`src/rtl/mem_read_arbiter_if.sv`:
```
// Bundle of the two requester ports and the Avalon-MM burst read master port.
// The arbiter connects through "master"; the requesters and memory connect through "slave".
interface mem_read_arbiter_if;
   // Handshakes: a requester holds *_do (and its address) as a level until it sees its
   // one-cycle *_done pulse. The arbiter holds avm_read with stable address/burstcount
   // until a cycle with avm_waitrequest=0. Beats are taken only when avm_readdatavalid=1.
   logic          readcode_do;
   logic [31:0]   readcode_address;
   logic          readcode_done;
   logic          readcode_partial_done;
   logic [31:0]   readcode_partial;
   logic [127:0]  readcode_line;

   logic          readline_do;
   logic [31:0]   readline_address;
   logic          readline_done;
   logic [127:0]  readline_line;

   logic [29:0]   avm_address;
   logic          avm_read;
   logic [2:0]    avm_burstcount;
   logic          avm_waitrequest;
   logic [31:0]   avm_readdata;
   logic          avm_readdatavalid;

   modport master (
      input  readcode_do, readcode_address, readline_do, readline_address,
             avm_waitrequest, avm_readdata, avm_readdatavalid,
      output readcode_done, readcode_partial_done, readcode_partial, readcode_line,
             readline_done, readline_line, avm_address, avm_read, avm_burstcount
   );

   modport slave (
      output readcode_do, readcode_address, readline_do, readline_address,
             avm_waitrequest, avm_readdata, avm_readdatavalid,
      input  readcode_done, readcode_partial_done, readcode_partial, readcode_line,
             readline_done, readline_line, avm_address, avm_read, avm_burstcount
   );
endinterface

```
`src/rtl/mem_read_arbiter.sv`:
```
// Round-robin arbiter between a code fetch and a data line fill, sharing one
// Avalon-MM master that issues 4-beat burst reads.
module mem_read_arbiter (
   input  logic                 clk,
   input  logic                 rst_n,
   mem_read_arbiter_if.master   bus,
   output logic [1:0]           o_dbg_state
);

   typedef enum logic [1:0] {
      IDLE = 2'd0,
      ADDR = 2'd1,
      DATA = 2'd2
   } state_t;

   state_t        r_state;
   state_t        w_next_state;

   logic          r_last_code;
   logic          r_is_code;
   logic [1:0]    r_cnt;
   logic [29:0]   r_avm_address;
   logic          r_avm_read;
   logic [2:0]    r_avm_burstcount;
   logic          r_code_done;
   logic          r_code_pdone;
   logic          r_data_done;
   logic [31:0]   r_code_partial;
   logic [127:0]  r_code_line;
   logic [127:0]  r_data_line;

   logic          w_code_req;
   logic          w_data_req;
   logic          w_grant;
   logic          w_grant_code;
   logic          w_accept;
   logic          w_beat;
   logic          w_last_beat;

   // A requester still sees do high during its own done cycle; masking it there
   // keeps the finished request from being granted a second time.
   assign w_code_req = bus.readcode_do & ~r_code_done;
   assign w_data_req = bus.readline_do & ~r_data_done;

   always_comb begin
      w_next_state = r_state;
      w_grant      = 1'b0;
      w_grant_code = 1'b0;
      w_accept     = 1'b0;
      w_beat       = 1'b0;
      w_last_beat  = 1'b0;
      case (r_state)
         IDLE: begin
            if (w_code_req | w_data_req) begin
               w_grant      = 1'b1;
               w_grant_code = w_code_req & (~w_data_req | ~r_last_code);
               w_next_state = ADDR;
            end
         end
         ADDR: begin
            if (!bus.avm_waitrequest) begin
               w_accept     = 1'b1;
               w_next_state = DATA;
            end
         end
         DATA: begin
            if (bus.avm_readdatavalid) begin
               w_beat = 1'b1;
               if (r_cnt == 2'd3) begin
                  w_last_beat  = 1'b1;
                  w_next_state = IDLE;
               end
            end
         end
         default: w_next_state = IDLE;
      endcase
   end

   always_ff @(posedge clk or negedge rst_n) begin
      if (!rst_n) r_state <= IDLE;
      else        r_state <= w_next_state;
   end

   always_ff @(posedge clk or negedge rst_n) begin
      if (!rst_n) begin
         r_last_code      <= 1'b0;
         r_is_code        <= 1'b0;
         r_cnt            <= 2'd0;
         r_avm_address    <= 30'd0;
         r_avm_read       <= 1'b0;
         r_avm_burstcount <= 3'd0;
         r_code_done      <= 1'b0;
         r_code_pdone     <= 1'b0;
         r_data_done      <= 1'b0;
         r_code_partial   <= 32'd0;
         r_code_line      <= 128'd0;
         r_data_line      <= 128'd0;
      end else begin
         r_code_done  <= 1'b0;
         r_code_pdone <= 1'b0;
         r_data_done  <= 1'b0;
         if (w_grant) begin
            r_is_code        <= w_grant_code;
            r_last_code      <= w_grant_code;
            r_avm_read       <= 1'b1;
            r_avm_burstcount <= 3'd4;
            r_avm_address    <= w_grant_code ? bus.readcode_address[31:2]
                                             : {bus.readline_address[31:4], 2'b00};
         end
         if (w_accept) begin
            r_avm_read <= 1'b0;
            r_cnt      <= 2'd0;
         end
         // The 2-bit counter wraps to 0 on the last beat, the same edge that returns to IDLE.
         if (w_beat) begin
            r_cnt <= r_cnt + 2'd1;
            if (r_is_code) begin
               r_code_line[{r_cnt, 5'd0} +: 32] <= bus.avm_readdata;
               r_code_partial                   <= bus.avm_readdata;
               r_code_done                      <= w_last_beat;
               r_code_pdone                     <= ~w_last_beat;
            end else begin
               r_data_line[{r_cnt, 5'd0} +: 32] <= bus.avm_readdata;
               r_data_done                      <= w_last_beat;
            end
         end
      end
   end

   assign bus.avm_address           = r_avm_address;
   assign bus.avm_read              = r_avm_read;
   assign bus.avm_burstcount        = r_avm_burstcount;
   assign bus.readcode_done         = r_code_done;
   assign bus.readcode_partial_done = r_code_pdone;
   assign bus.readcode_partial      = r_code_partial;
   assign bus.readcode_line         = r_code_line;
   assign bus.readline_done         = r_data_done;
   assign bus.readline_line         = r_data_line;
   assign o_dbg_state               = r_state;

endmodule

```
`src/flat_wrapper.sv`:
```
// flat-port wrapper written by rule: the top's interface ports become plain ports
module mem_read_arbiter_flat 
  (clk, rst_n, o_dbg_state, bus_readcode_do, bus_readcode_address, bus_readline_do, bus_readline_address, bus_avm_waitrequest, bus_avm_readdata, bus_avm_readdatavalid, bus_readcode_done, bus_readcode_partial_done, bus_readcode_partial, bus_readcode_line, bus_readline_done, bus_readline_line, bus_avm_address, bus_avm_read, bus_avm_burstcount);
  mem_read_arbiter_if bus_i ();
  input  logic clk;
  input  logic rst_n;
  output logic [1:0] o_dbg_state;
  input wire logic [$bits(bus_i.readcode_do)-1:0] bus_readcode_do;
  input wire logic [$bits(bus_i.readcode_address)-1:0] bus_readcode_address;
  input wire logic [$bits(bus_i.readline_do)-1:0] bus_readline_do;
  input wire logic [$bits(bus_i.readline_address)-1:0] bus_readline_address;
  input wire logic [$bits(bus_i.avm_waitrequest)-1:0] bus_avm_waitrequest;
  input wire logic [$bits(bus_i.avm_readdata)-1:0] bus_avm_readdata;
  input wire logic [$bits(bus_i.avm_readdatavalid)-1:0] bus_avm_readdatavalid;
  output wire logic [$bits(bus_i.readcode_done)-1:0] bus_readcode_done;
  output wire logic [$bits(bus_i.readcode_partial_done)-1:0] bus_readcode_partial_done;
  output wire logic [$bits(bus_i.readcode_partial)-1:0] bus_readcode_partial;
  output wire logic [$bits(bus_i.readcode_line)-1:0] bus_readcode_line;
  output wire logic [$bits(bus_i.readline_done)-1:0] bus_readline_done;
  output wire logic [$bits(bus_i.readline_line)-1:0] bus_readline_line;
  output wire logic [$bits(bus_i.avm_address)-1:0] bus_avm_address;
  output wire logic [$bits(bus_i.avm_read)-1:0] bus_avm_read;
  output wire logic [$bits(bus_i.avm_burstcount)-1:0] bus_avm_burstcount;
  assign bus_i.readcode_do = bus_readcode_do;
  assign bus_i.readcode_address = bus_readcode_address;
  assign bus_i.readline_do = bus_readline_do;
  assign bus_i.readline_address = bus_readline_address;
  assign bus_i.avm_waitrequest = bus_avm_waitrequest;
  assign bus_i.avm_readdata = bus_avm_readdata;
  assign bus_i.avm_readdatavalid = bus_avm_readdatavalid;
  assign bus_readcode_done = bus_i.readcode_done;
  assign bus_readcode_partial_done = bus_i.readcode_partial_done;
  assign bus_readcode_partial = bus_i.readcode_partial;
  assign bus_readcode_line = bus_i.readcode_line;
  assign bus_readline_done = bus_i.readline_done;
  assign bus_readline_line = bus_i.readline_line;
  assign bus_avm_address = bus_i.avm_address;
  assign bus_avm_read = bus_i.avm_read;
  assign bus_avm_burstcount = bus_i.avm_burstcount;
  mem_read_arbiter u_core (.clk(clk), .rst_n(rst_n), .bus(bus_i), .o_dbg_state(o_dbg_state));
endmodule
```
`config.mk`:
```
export PLATFORM = sky130hd
export DESIGN_NAME = mem_read_arbiter_flat
export DESIGN_NICKNAME = d
export VERILOG_FILES = /design/src/rtl/mem_read_arbiter_if.sv /design/src/rtl/mem_read_arbiter.sv /design/src/flat_wrapper.sv
export SDC_FILE = /design/constraint.sdc
export NUM_CORES = 1
export LEC_CHECK = 0
export ABC_AREA = 1
export CAP_MARGIN = 20
export CORE_MARGIN = 4
export CORE_UTILIZATION = 49
export CTS_BUF_LIST = sky130_fd_sc_hd__clkbuf_2
export CTS_CLUSTER_SIZE = 14
export DETAILED_ROUTE_END_ITERATION = 12
export GPL_ROUTABILITY_DRIVEN = 1
export PLACE_DENSITY = 0.83
export SLEW_MARGIN = 25
export SYNTH_ARGS = -nofsm -noshare
export SYNTH_HDL_FRONTEND = slang
export SYNTH_SLANG_ARGS = --single-unit
```
`constraint.sdc`:
```
create_clock -name clk -period 1.81 [get_ports clk]
set_input_delay 0.181 -clock clk [delete_from_list [all_inputs] [get_ports clk]]
set_output_delay 0.181 -clock clk [all_outputs]
set_load 0.05 [all_outputs]
```
==> impl_metrics.env, run 1 <==
export IMPL_status="finished clean"
export IMPL_synth_cell_types=26
export IMPL_wl_per_cell_um=19.48
export IMPL_initial_core_util_pct=49.99
export IMPL_first_global_vias=14870
export IMPL_cts_root_buf="clkbuf_2"
export IMPL_post_place_ws_ps=-10.11
export IMPL_cp_data_required_time_ps=1630
export IMPL_cp_end_kind="primary output"
export IMPL_syn_to_final_growth_pct=37.53
export IMPL_crit_path_start_kind="register"
export IMPL_synth_most_common_cell="nand2_1"
export IMPL_cts_buffer_depth=3
export IMPL_arrival_ps=1560
export IMPL_ys_flop_type="dfrtp_1"
export IMPL_drt_pass1_iter_count=5
export IMPL_cts_buffers=83
export IMPL_track_usage_pct=33.34
export IMPL_period_minus_slack_ps=1740
export IMPL_fin_nets=2377
export IMPL_yosys_warnings=0
export IMPL_clk_latency_ps=880
export IMPL_syn_avg_cell_area_um2=8.133
export IMPL_synth_seq_cells=328
export IMPL_syn_area_um2=13960
export IMPL_drcViolationCount=0
export IMPL_setup_slack_ps=69.86
export IMPL_synthTopCellsByCount="nand2_1 (931), dfrtp_1 (328), inv_1 (104)"
export IMPL_portBuffers=420
export IMPL_finalWirelength_mm=52.76
export IMPL_ys_seq_area_share_pct=58.78
export IMPL_async_flop_share_pct=100.0
export IMPL_maxSlewHeadroom_pct=55.62
export IMPL_synth_top_cell_by_area="dfrtp_1"
export IMPL_skew_ps=77.76
export IMPL_path_clk_slew_ps=110
export IMPL_crit_type="reg -> out"
export IMPL_cp_cell_sequence="buf_4"
export IMPL_ys_top_cells_by_area="dfrtp_1 (59%), nand2_1 (25%), inv_1 (2.8%), nor2_1 (2.6%), nand3_1 (2.2%)"
export IMPL_viasPerCell=5.288
export IMPL_drv_cap=0
export IMPL_tightest_slew_ps=665.6
export IMPL_die_area_um2=31260
export IMPL_io_pins=429
export IMPL_vias=14320
export IMPL_core_um2=27930
export IMPL_powerDensity_nw_per_um2=1393
export IMPL_clock_sinks=328
export IMPL_critical_path_slowest_cell="dfrtp_1"
export IMPL_overflow=0
export IMPL_die_h_um=176.8
export IMPL_fp_row_count=61
export IMPL_drtAntennaViolNets=0
export IMPL_hpwl_mm=35.08
export IMPL_final_hold_violation_count=0
export IMPL_drt_first_iter_violations=1336
export IMPL_htreeDepth=3
export IMPL_utilization_pct=68.75
export IMPL_synth_edff_count=0
export IMPL_finalMaxSlewViolations=0
export IMPL_syn_inst=1717
export IMPL_cp_max_fo=4
export IMPL_grt_first_pass_wirelength_mm=81.35
export IMPL_cp_top_family="flip-flops"
export IMPL_max_stage_delay_ps=430
export IMPL_holdCritPathClass="in -> reg"
export IMPL_drive_above_1_share_pct=23.67
export IMPL_synth_top_area_share_pct=58.78
export IMPL_power_leakage_uw=0.01138
export IMPL_grt_max_degree=65
export IMPL_cts_tree="built"
export IMPL_antenna_found_initial=2
export IMPL_regToRegSetupSlack_ps=110
export IMPL_crit_buf_inv=1
export IMPL_ir_drop_v=0.001337
export IMPL_die_w_um=176.8
export IMPL_gp_congestion=0.9273
export IMPL_fmax_mhz=574.7
export IMPL_timing_final_crit_share_pct=96.14
export IMPL_final_setup_viol_count=0
==> power breakdown <==
part | total [µW] | leakage (µW) | switching (µW) | internal (µW)
logic | 12200 | 0.00636 | 9250 | 2950
registers | 9500 | 0.00445 | 850 | 8650
clock network | 5040 | 0.000570 | 3070 | 1970
==> per-layer routing <==
layer  global-route usage [%]  wire length, µm  vias up
li1                         -                -     6346
met1                    39.74            18970     6694
met2                    55.21            25040     1011
met3                    8.695             5341      269
met4                    18.70             3404        0
met5                        0                0        -
==> layout by cell type (no fill, tap or decap) <==
| cell type | instances |
|---|---|
| inv_6 | 1 |
| inv_4 | 2 |
| buf_12 | 32 |
| conb_1 | 2 |
| dlygate4sd3_1 | 87 |
| clkinv_2 | 2 |
| clkinv_1 | 10 |
| buf_2 | 226 |
| diode_2 | 2 |
| nor3_1 | 29 |
| nand3_1 | 61 |
| o21ai_0 | 3 |
| nand2_4 | 6 |
| nor2_1 | 89 |
| clkdlybuf4s50_1 | 94 |
| bufinv_16 | 1 |
| ha_1 | 5 |
| o22ai_1 | 1 |
| clkbuf_2 | 124 |
| nand2_1 | 931 |
| nor2_2 | 9 |
| nand2_2 | 5 |
| buf_4 | 71 |
| clkinv_4 | 2 |
| nor2_8 | 1 |
| buf_6 | 1 |
| dfrtp_1 | 328 |
| nor2_4 | 8 |
| clkbuf_4 | 45 |
| clkinvlp_4 | 2 |
| o21ai_1 | 32 |
| inv_1 | 103 |
| nand3b_1 | 1 |
| buf_8 | 1 |
| a21oi_2 | 1 |
| nor3_2 | 6 |
| o31ai_1 | 1 |
| or2_2 | 1 |
| inv_2 | 4 |
==> metrics by stage <==
stage	std cells	area [µm²]	total power, µW	TNS (ps)	hold WS, ps
after floorplan	1718	13970	17270	0	-114.6
after global placement	2475	18780	22110	0	204.6
after detailed placement	2475	18780	22300	-28.05	211.8
after CTS	2705	19040	26430	0	20.20
after global routing	2707	19200	27990	-240.1	26.25
final	2708	19210	26750	0	91.48
==> final cells by class <==
type                       count  area (µm²)
timing repair buffer         557        4481
inverter                     108       410.4
clock inverter                19       122.6
clock buffer                 124       620.6
multi-input combinational   1192        4886
fill                        2193        8728
sequential                   328        8208
antenna                        2       5.005
tap                          378       473.0
==> worst paths after layout <==
kind                       depth (start not counted)                                      from                                    endpoint
setup / recovery                                   1         u_core.o_dbg_state[0]$_DFFE_PN0P_                              o_dbg_state[0]
setup reg to reg                                   8               u_core.r_cnt[0]$_DFFE_PN0P_    u_core.bus.readline_line[24]$_DFFE_PN0P_
min in group asynchronous                          3                                     rst_n    u_core.bus.readline_line[20]$_DFFE_PN0P_
hold reg to reg                                    2  u_core.bus.readcode_line[25]$_DFFE_PN0P_    u_core.bus.readcode_line[25]$_DFFE_PN0P_
max in group asynchronous                          4                                     rst_n    u_core.bus.readcode_line[98]$_DFFE_PN0P_
hold / removal                                     3                       bus_avm_readdata[1]  u_core.bus.readcode_partial[1]$_DFFE_PN0P_
==> sequential cells by signal, indices dropped and copies added (netlist names) <==
name                              count
u_core.bus.readcode_partial          32
u_core.bus.readcode_partial_done      1
u_core.r_cnt                          2
u_core.bus.readline_done              1
u_core.bus.readcode_line            128
u_core.r_last_code                    1
u_core.bus.avm_burstcount             1
u_core.o_dbg_state                    2
u_core.bus.avm_address               30
u_core.bus.readline_line            128
u_core.bus.readcode_done              1
u_core.bus.avm_read                   1
==> timing repair <==
action	CTS	global route
hold buffers	87	0
buffers inserted	0	1
setup endpoints to repair	277	153
hold endpoints to repair	389	0
resized for setup	1379	69
==> kinds of logic (layout without fill, tap and decap cells) <==
family / Yosys count / count (layout) / synth area share, %
other cells: 1 / 4 / 0.02685
compound gates: 38 / 38 / 1.389
buf+inv: 198 / 808 / 6.666
flops: 328 / 328 / 58.78
simple gates: 1147 / 1147 / 32.69
fa+ha+maj: 5 / 5 / 0.4480
(Power assumes the default switching activity.)
==> run 2, diff against run 1 <==
--- a/config.mk
+++ b/config.mk
@@ -6,15 +6,16 @@
 export NUM_CORES = 1
 export LEC_CHECK = 0
 export ABC_AREA = 1
-export CAP_MARGIN = 20
+export CAP_MARGIN = 25
 export CORE_MARGIN = 4
 export CORE_UTILIZATION = 49
 export CTS_BUF_LIST = sky130_fd_sc_hd__clkbuf_2
 export CTS_CLUSTER_SIZE = 14
 export DETAILED_ROUTE_END_ITERATION = 12
 export GPL_ROUTABILITY_DRIVEN = 1
+export HOLD_SLACK_MARGIN = 0.08
 export PLACE_DENSITY = 0.83
-export SLEW_MARGIN = 25
+export SLEW_MARGIN = 10
 export SYNTH_ARGS = -nofsm -noshare
 export SYNTH_HDL_FRONTEND = slang
 export SYNTH_SLANG_ARGS = --single-unit
==> run 2 against run 1 <==
Effect of this change:
- utilization is 0.30 points higher
- wire length is 0.45% higher
- maximum frequency decreased by 0.31%
- combinational power hardly changed
- register-to-register slack barely moved
- clock power about the same
- setup slack worse by 5.4 ps
- largest power group unchanged
==> impl_metrics.env, run 2 (synthesis gave the netlist of run 1 again) <==
export IMPL_status="finished clean"
export IMPL_cp_max_fo=2
export IMPL_hpwl_mm=35.08
export IMPL_drt_first_iter_violations=1281
export IMPL_track_usage_pct=33.43
export IMPL_ff2ff_path_depth=8
export IMPL_grt_max_degree=65
export IMPL_drive_above_1_share_pct=23.72
export IMPL_drv_cap=0
export IMPL_crit_type="reg -> out"
export IMPL_cp_end_kind="primary output"
export IMPL_fmax_mhz=572.9
export IMPL_cp_cell_sequence="clkbuf_4"
export IMPL_final_cell_mix="nand2_1 (931), dfrtp_1 (327), buf_2 (228)"
export IMPL_timing_final_crit_share_pct=96.44
export IMPL_crit_path_start_kind="register"
export IMPL_powerDensity_nw_per_um2=1387
export IMPL_final_hold_violation_count=0
export IMPL_holdCritPathClass="in -> reg"
export IMPL_setup_slack_ps=64.47
export IMPL_path_clk_slew_ps=90
export IMPL_period_minus_slack_ps=1746
export IMPL_finalMaxSlewViolations=0
export IMPL_postLayoutCellArea_um2=19290
export IMPL_die_w_um=176.8
export IMPL_cts_buffers=83
export IMPL_cts_buffer_depth=3
export IMPL_vias=14410
export IMPL_htreeDepth=3
export IMPL_io_pins=429
export IMPL_dpl_cell_area_um2=18780
export IMPL_maxSlewHeadroom_pct=55.91
export IMPL_drtAntennaViolNets=0
export IMPL_skew_ps=79.60
export IMPL_ir_drop_v=0.001336
export IMPL_clock_sinks=328
export IMPL_critical_path_slowest_cell="dfrtp_1"
export IMPL_post_place_ws_ps=-10.11
export IMPL_tightest_slew_ps=661.3
export IMPL_cp_num_cells=1
export IMPL_syn_to_final_growth_pct=38.12
export IMPL_drt_pass1_iter_count=6
export IMPL_min_delay_path_depth=3
export IMPL_cp_data_required_time_ps=1630
export IMPL_core_um2=27930
export IMPL_fp_row_count=61
export IMPL_gp_congestion=0.9273
export IMPL_final_common_cell="nand2_1"
export IMPL_fin_nets=2385
export IMPL_viasPerCell=5.300
export IMPL_max_stage_delay_ps=430
export IMPL_first_global_vias=14900
export IMPL_portBuffers=420
export IMPL_overflow=0
export IMPL_power_leakage_uw=0.01141
export IMPL_cts_root_buf="clkbuf_2"
export IMPL_total_power_uw=26750
export IMPL_cp_top_family="flip-flops"
export IMPL_die_area_um2=31260
export IMPL_initial_core_util_pct=49.99
export IMPL_wl_per_cell_um=19.50
export IMPL_die_h_um=176.8
export IMPL_cts_tree="built"
export IMPL_grt_first_pass_wirelength_mm=81.61
export IMPL_antenna_found_initial=3
export IMPL_finalWirelength_mm=53.00
export IMPL_clk_latency_ps=890
export IMPL_utilization_pct=69.05
export IMPL_arrival_ps=1560
export IMPL_final_setup_viol_count=0
export IMPL_drcViolationCount=0
export IMPL_crit_buf_inv=1
run 2: final timing paths:
| path | startpoint | end | slack (ps) |
|---|---|---|---|
| worst max-delay path | u_core.bus.avm_address[10]$_DFFE_PN0P_ | bus_avm_address[10] | 60 |
| worst min-delay path | bus_avm_readdata[6] | u_core.bus.readcode_partial[6]$_DFFE_PN0P_ | 220 |
| worst max register to register | u_core.r_cnt[0]$_DFFE_PN0P_ | u_core.bus.readline_line[24]$_DFFE_PN0P_ | 100 |
| worst min register to register | u_core.bus.readcode_line[25]$_DFFE_PN0P_ | u_core.bus.readcode_line[25]$_DFFE_PN0P_ | 480 |
| max in group asynchronous | rst_n | u_core.bus.readcode_line[98]$_DFFE_PN0P_ | 650 |
| min in group asynchronous | rst_n | u_core.bus.readline_line[20]$_DFFE_PN0P_ | 460 |
run 2: worst reg2reg max path: cells and delay by family, from the launching register on:
family / cells / cell delay, ps
simple gates: 4 / 520
fa+ha+maj: 1 / 250
buf+inv: 3 / 500
flops: 1 / 390
run 2: what timing repair did:
action / CTS / global route
hold buffers: 95 / 0
setup buffers: 0 / 1
endpoints found under the setup margin: 277 / 152
endpoints found under the hold margin: 452 / 0
gates resized for setup: 1379 / 69
pin swaps: 0 / 0
run 2: area by class of cell:
class                      count  area, µm²
fill                        2168       8646
sequential                   328       8209
multi-input combinational   1192       4891
timing repair buffer         565       4552
clock buffer                 124      620.6
tap                          378      473.0
inverter                     108      410.4
clock inverter                19      122.6
antenna                        4      10.01
run 2: per-layer routing:
metal  share of wire (%)  vias up  GRT usage, %
met1                  36     6791         40.17
met2                  48     1005         55.71
met5                   0        -             0
met3                  10      250         8.289
met4                 6.0        0         17.92
li1                    -     6359             -
run 2: through the flow:
| step | hold slack, ps | TNS (ps) | instances |
|---|---|---|---|
| after floorplan | -114.6 | 0 | 1718 |
| after global placement | 204.6 | 0 | 2475 |
| after detailed placement | 211.8 | -28.05 | 2475 |
| after CTS | 134.4 | 0 | 2713 |
| after global routing | 157.9 | -261.5 | 2716 |
| final | 222.1 | 0 | 2718 |
run 2: report_power, final:
part	leakage, µW	switching, µW	internal [µW]
combinational	0.00639	9260	2950
clock	0.000570	3060	1980
sequential	0.00445	849	8650
==> run 3, diff against run 2 <==
--- a/config.mk
+++ b/config.mk
@@ -12,9 +12,9 @@
 export CTS_BUF_LIST = sky130_fd_sc_hd__clkbuf_2
 export CTS_CLUSTER_SIZE = 14
 export DETAILED_ROUTE_END_ITERATION = 12
-export GPL_ROUTABILITY_DRIVEN = 1
+export GPL_ROUTABILITY_DRIVEN = 0
 export HOLD_SLACK_MARGIN = 0.08
-export PLACE_DENSITY = 0.83
+export PLACE_DENSITY = 0.79
 export SLEW_MARGIN = 10
 export SYNTH_ARGS = -nofsm -noshare
 export SYNTH_HDL_FRONTEND = slang
==> run 3 against run 2 <==
Effect of this change:
- sequential power down 0.4%
- combinational power about the same
- largest cell class unchanged
- wire length down 1.0%
- highest routed layer is now met5
- critical path type is now reg -> reg
- design area down 0.34%
- non-clock buffer count down 6
==> impl_metrics.env, run 3 (synthesis gave the netlist of run 1 again) <==
export IMPL_status="finished clean"
export IMPL_setup_slack_ps=55.96
export IMPL_final_common_cell="nand2_1"
export IMPL_cts_tree="built"
export IMPL_antenna_found_initial=2
export IMPL_cp_max_fo=32
export IMPL_drt_first_iter_violations=1336
export IMPL_holdCritPathClass="in -> reg"
export IMPL_drcViolationCount=0
export IMPL_initial_core_util_pct=49.99
export IMPL_drv_cap=0
export IMPL_cp_top_family="simple AND/OR/NAND/NOR gates"
export IMPL_cts_buffer_depth=3
export IMPL_finalWirelength_mm=52.46
export IMPL_fin_nets=2377
export IMPL_cts_root_buf="clkbuf_2"
export IMPL_rsz0062_at_grt="true"
export IMPL_cp_cell_sequence="inv_1, ha_1, inv_1, nand2_1, buf_12, nor3_1, nand2_1, nand2_1"
export IMPL_wl_per_cell_um=19.36
export IMPL_die_area_um2=31260
export IMPL_ir_drop_v=0.001216
export IMPL_grt_first_pass_wirelength_mm=81.31
export IMPL_cts_buffers=81
export IMPL_skew_ps=84.08
export IMPL_track_usage_pct=33.40
export IMPL_grt_max_degree=53
export IMPL_drt_pass1_iter_count=8
export IMPL_clk_latency_ps=890
export IMPL_whs_ps=159.1
export IMPL_viasPerCell=5.222
export IMPL_crit_type="reg -> reg"
export IMPL_crit_path_start_kind="register"
export IMPL_hpwl_mm=34.69
export IMPL_htreeDepth=3
export IMPL_critical_path_slowest_cell="dfrtp_1"
export IMPL_post_place_ws_ps=-82.35
export IMPL_drtAntennaViolNets=0
export IMPL_power_leakage_uw=0.01138
export IMPL_syn_to_final_growth_pct=37.66
export IMPL_die_w_um=176.8
export IMPL_final_hold_violation_count=0
export IMPL_clock_sinks=328
export IMPL_timing_final_crit_share_pct=96.91
export IMPL_finalMaxSlewViolations=0
export IMPL_period_minus_slack_ps=1754
export IMPL_arrival_ps=2510
export IMPL_crit_top_cell="nand2_1"
export IMPL_powerDensity_nw_per_um2=1391
export IMPL_final_setup_viol_count=0
export IMPL_overflow=0
export IMPL_crit_buf_inv=3
export IMPL_vias=14150
export IMPL_drive_above_1_share_pct=23.09
export IMPL_core_um2=27930
export IMPL_path_clk_slew_ps=100
export IMPL_first_global_vias=14600
export IMPL_fmax_mhz=570.1
export IMPL_max_stage_delay_ps=430
export IMPL_fp_row_count=61
export IMPL_cp_data_required_time_ps=2570
export IMPL_die_h_um=176.8
export IMPL_final_cell_mix="nand2_1 (931), dfrtp_1 (327), buf_2 (240)"
export IMPL_portBuffers=420
export IMPL_io_pins=429
export IMPL_cp_end_kind="register"
-- run 3: through the flow --
step | instances | utilization (%) | cell area [µm²] | power (µW) | setup TNS [ps]
final | 2710 | 68.82 | 19220 | 26740 | 0
after global routing | 2709 | 68.81 | 19220 | 28060 | -433.1
after CTS | 2708 | 68.77 | 19210 | 26650 | 0
after detailed placement | 2470 | 66.82 | 18670 | 22180 | -4468
after global placement | 2470 | 66.82 | 18670 | 21990 | 0
after floorplan | 1718 | - | 13970 | 17270 | 0
-- run 3: worst reg2reg max path: stages (launching register included) --
cell and delay [ps]:
dfrtp_1 430, inv_1 140, ha_1 250, inv_1 140
nand2_1 110, buf_12 190, nor3_1 250, nand2_1 100
nand2_1 80
-- run 3: report_power, final --
part / switching, µW / internal (µW)
Sequential: 810 / 8650
Combinational: 9190 / 2900
Clock: 3070 / 2120
Total: 13100 / 13700
-- run 3: routing by layer --
layer / share of wire, % / up-vias / GRT usage (%)
met4: 6.3 / 2 / 19.15
li1: - / 6332 / -
met1: 36 / 6681 / 40.38
met2: 47 / 914 / 53.68
met3: 10 / 223 / 9.742
met5: 0.027 / - / 0
-- run 3: area by class of cell --
cell class	count	area, µm²
Fill cell	2259	8711
Multi-Input combinational cell	1192	4898
Inverter	108	407.9
Tap cell	378	473.0
Clock inverter	30	207.7
Clock buffer	113	565.5
Antenna cell	2	5.005
Timing Repair Buffer	559	4457
Sequential cell	328	8209
-- run 3: what timing repair did --
action                                   CTS  global route
hold buffers                              94             0
endpoints found under the setup margin   267            81
endpoints found under the hold margin    460             0
gates resized for setup                 1309            59
setup buffers                              1             0
-- run 3: worst paths after layout --
path                                                          startpoint                                           to  slack [ps]  cells after the start
worst max-delay path                         u_core.r_cnt[1]$_DFFE_PN0P_     u_core.bus.readcode_line[22]$_DFFE_PN0P_          60                      8
worst min-delay path                                bus_avm_readdata[10]  u_core.bus.readcode_partial[10]$_DFFE_PN0P_         160                      3
worst max register to register               u_core.r_cnt[1]$_DFFE_PN0P_     u_core.bus.readcode_line[22]$_DFFE_PN0P_          60                      8
worst min register to register  u_core.bus.readline_line[83]$_DFFE_PN0P_     u_core.bus.readline_line[83]$_DFFE_PN0P_         470                      2
max in group asynchronous                                          rst_n     u_core.bus.readcode_line[47]$_DFFE_PN0P_         880                      4
min in group asynchronous                                          rst_n     u_core.bus.readcode_line[48]$_DFFE_PN0P_         530                      4
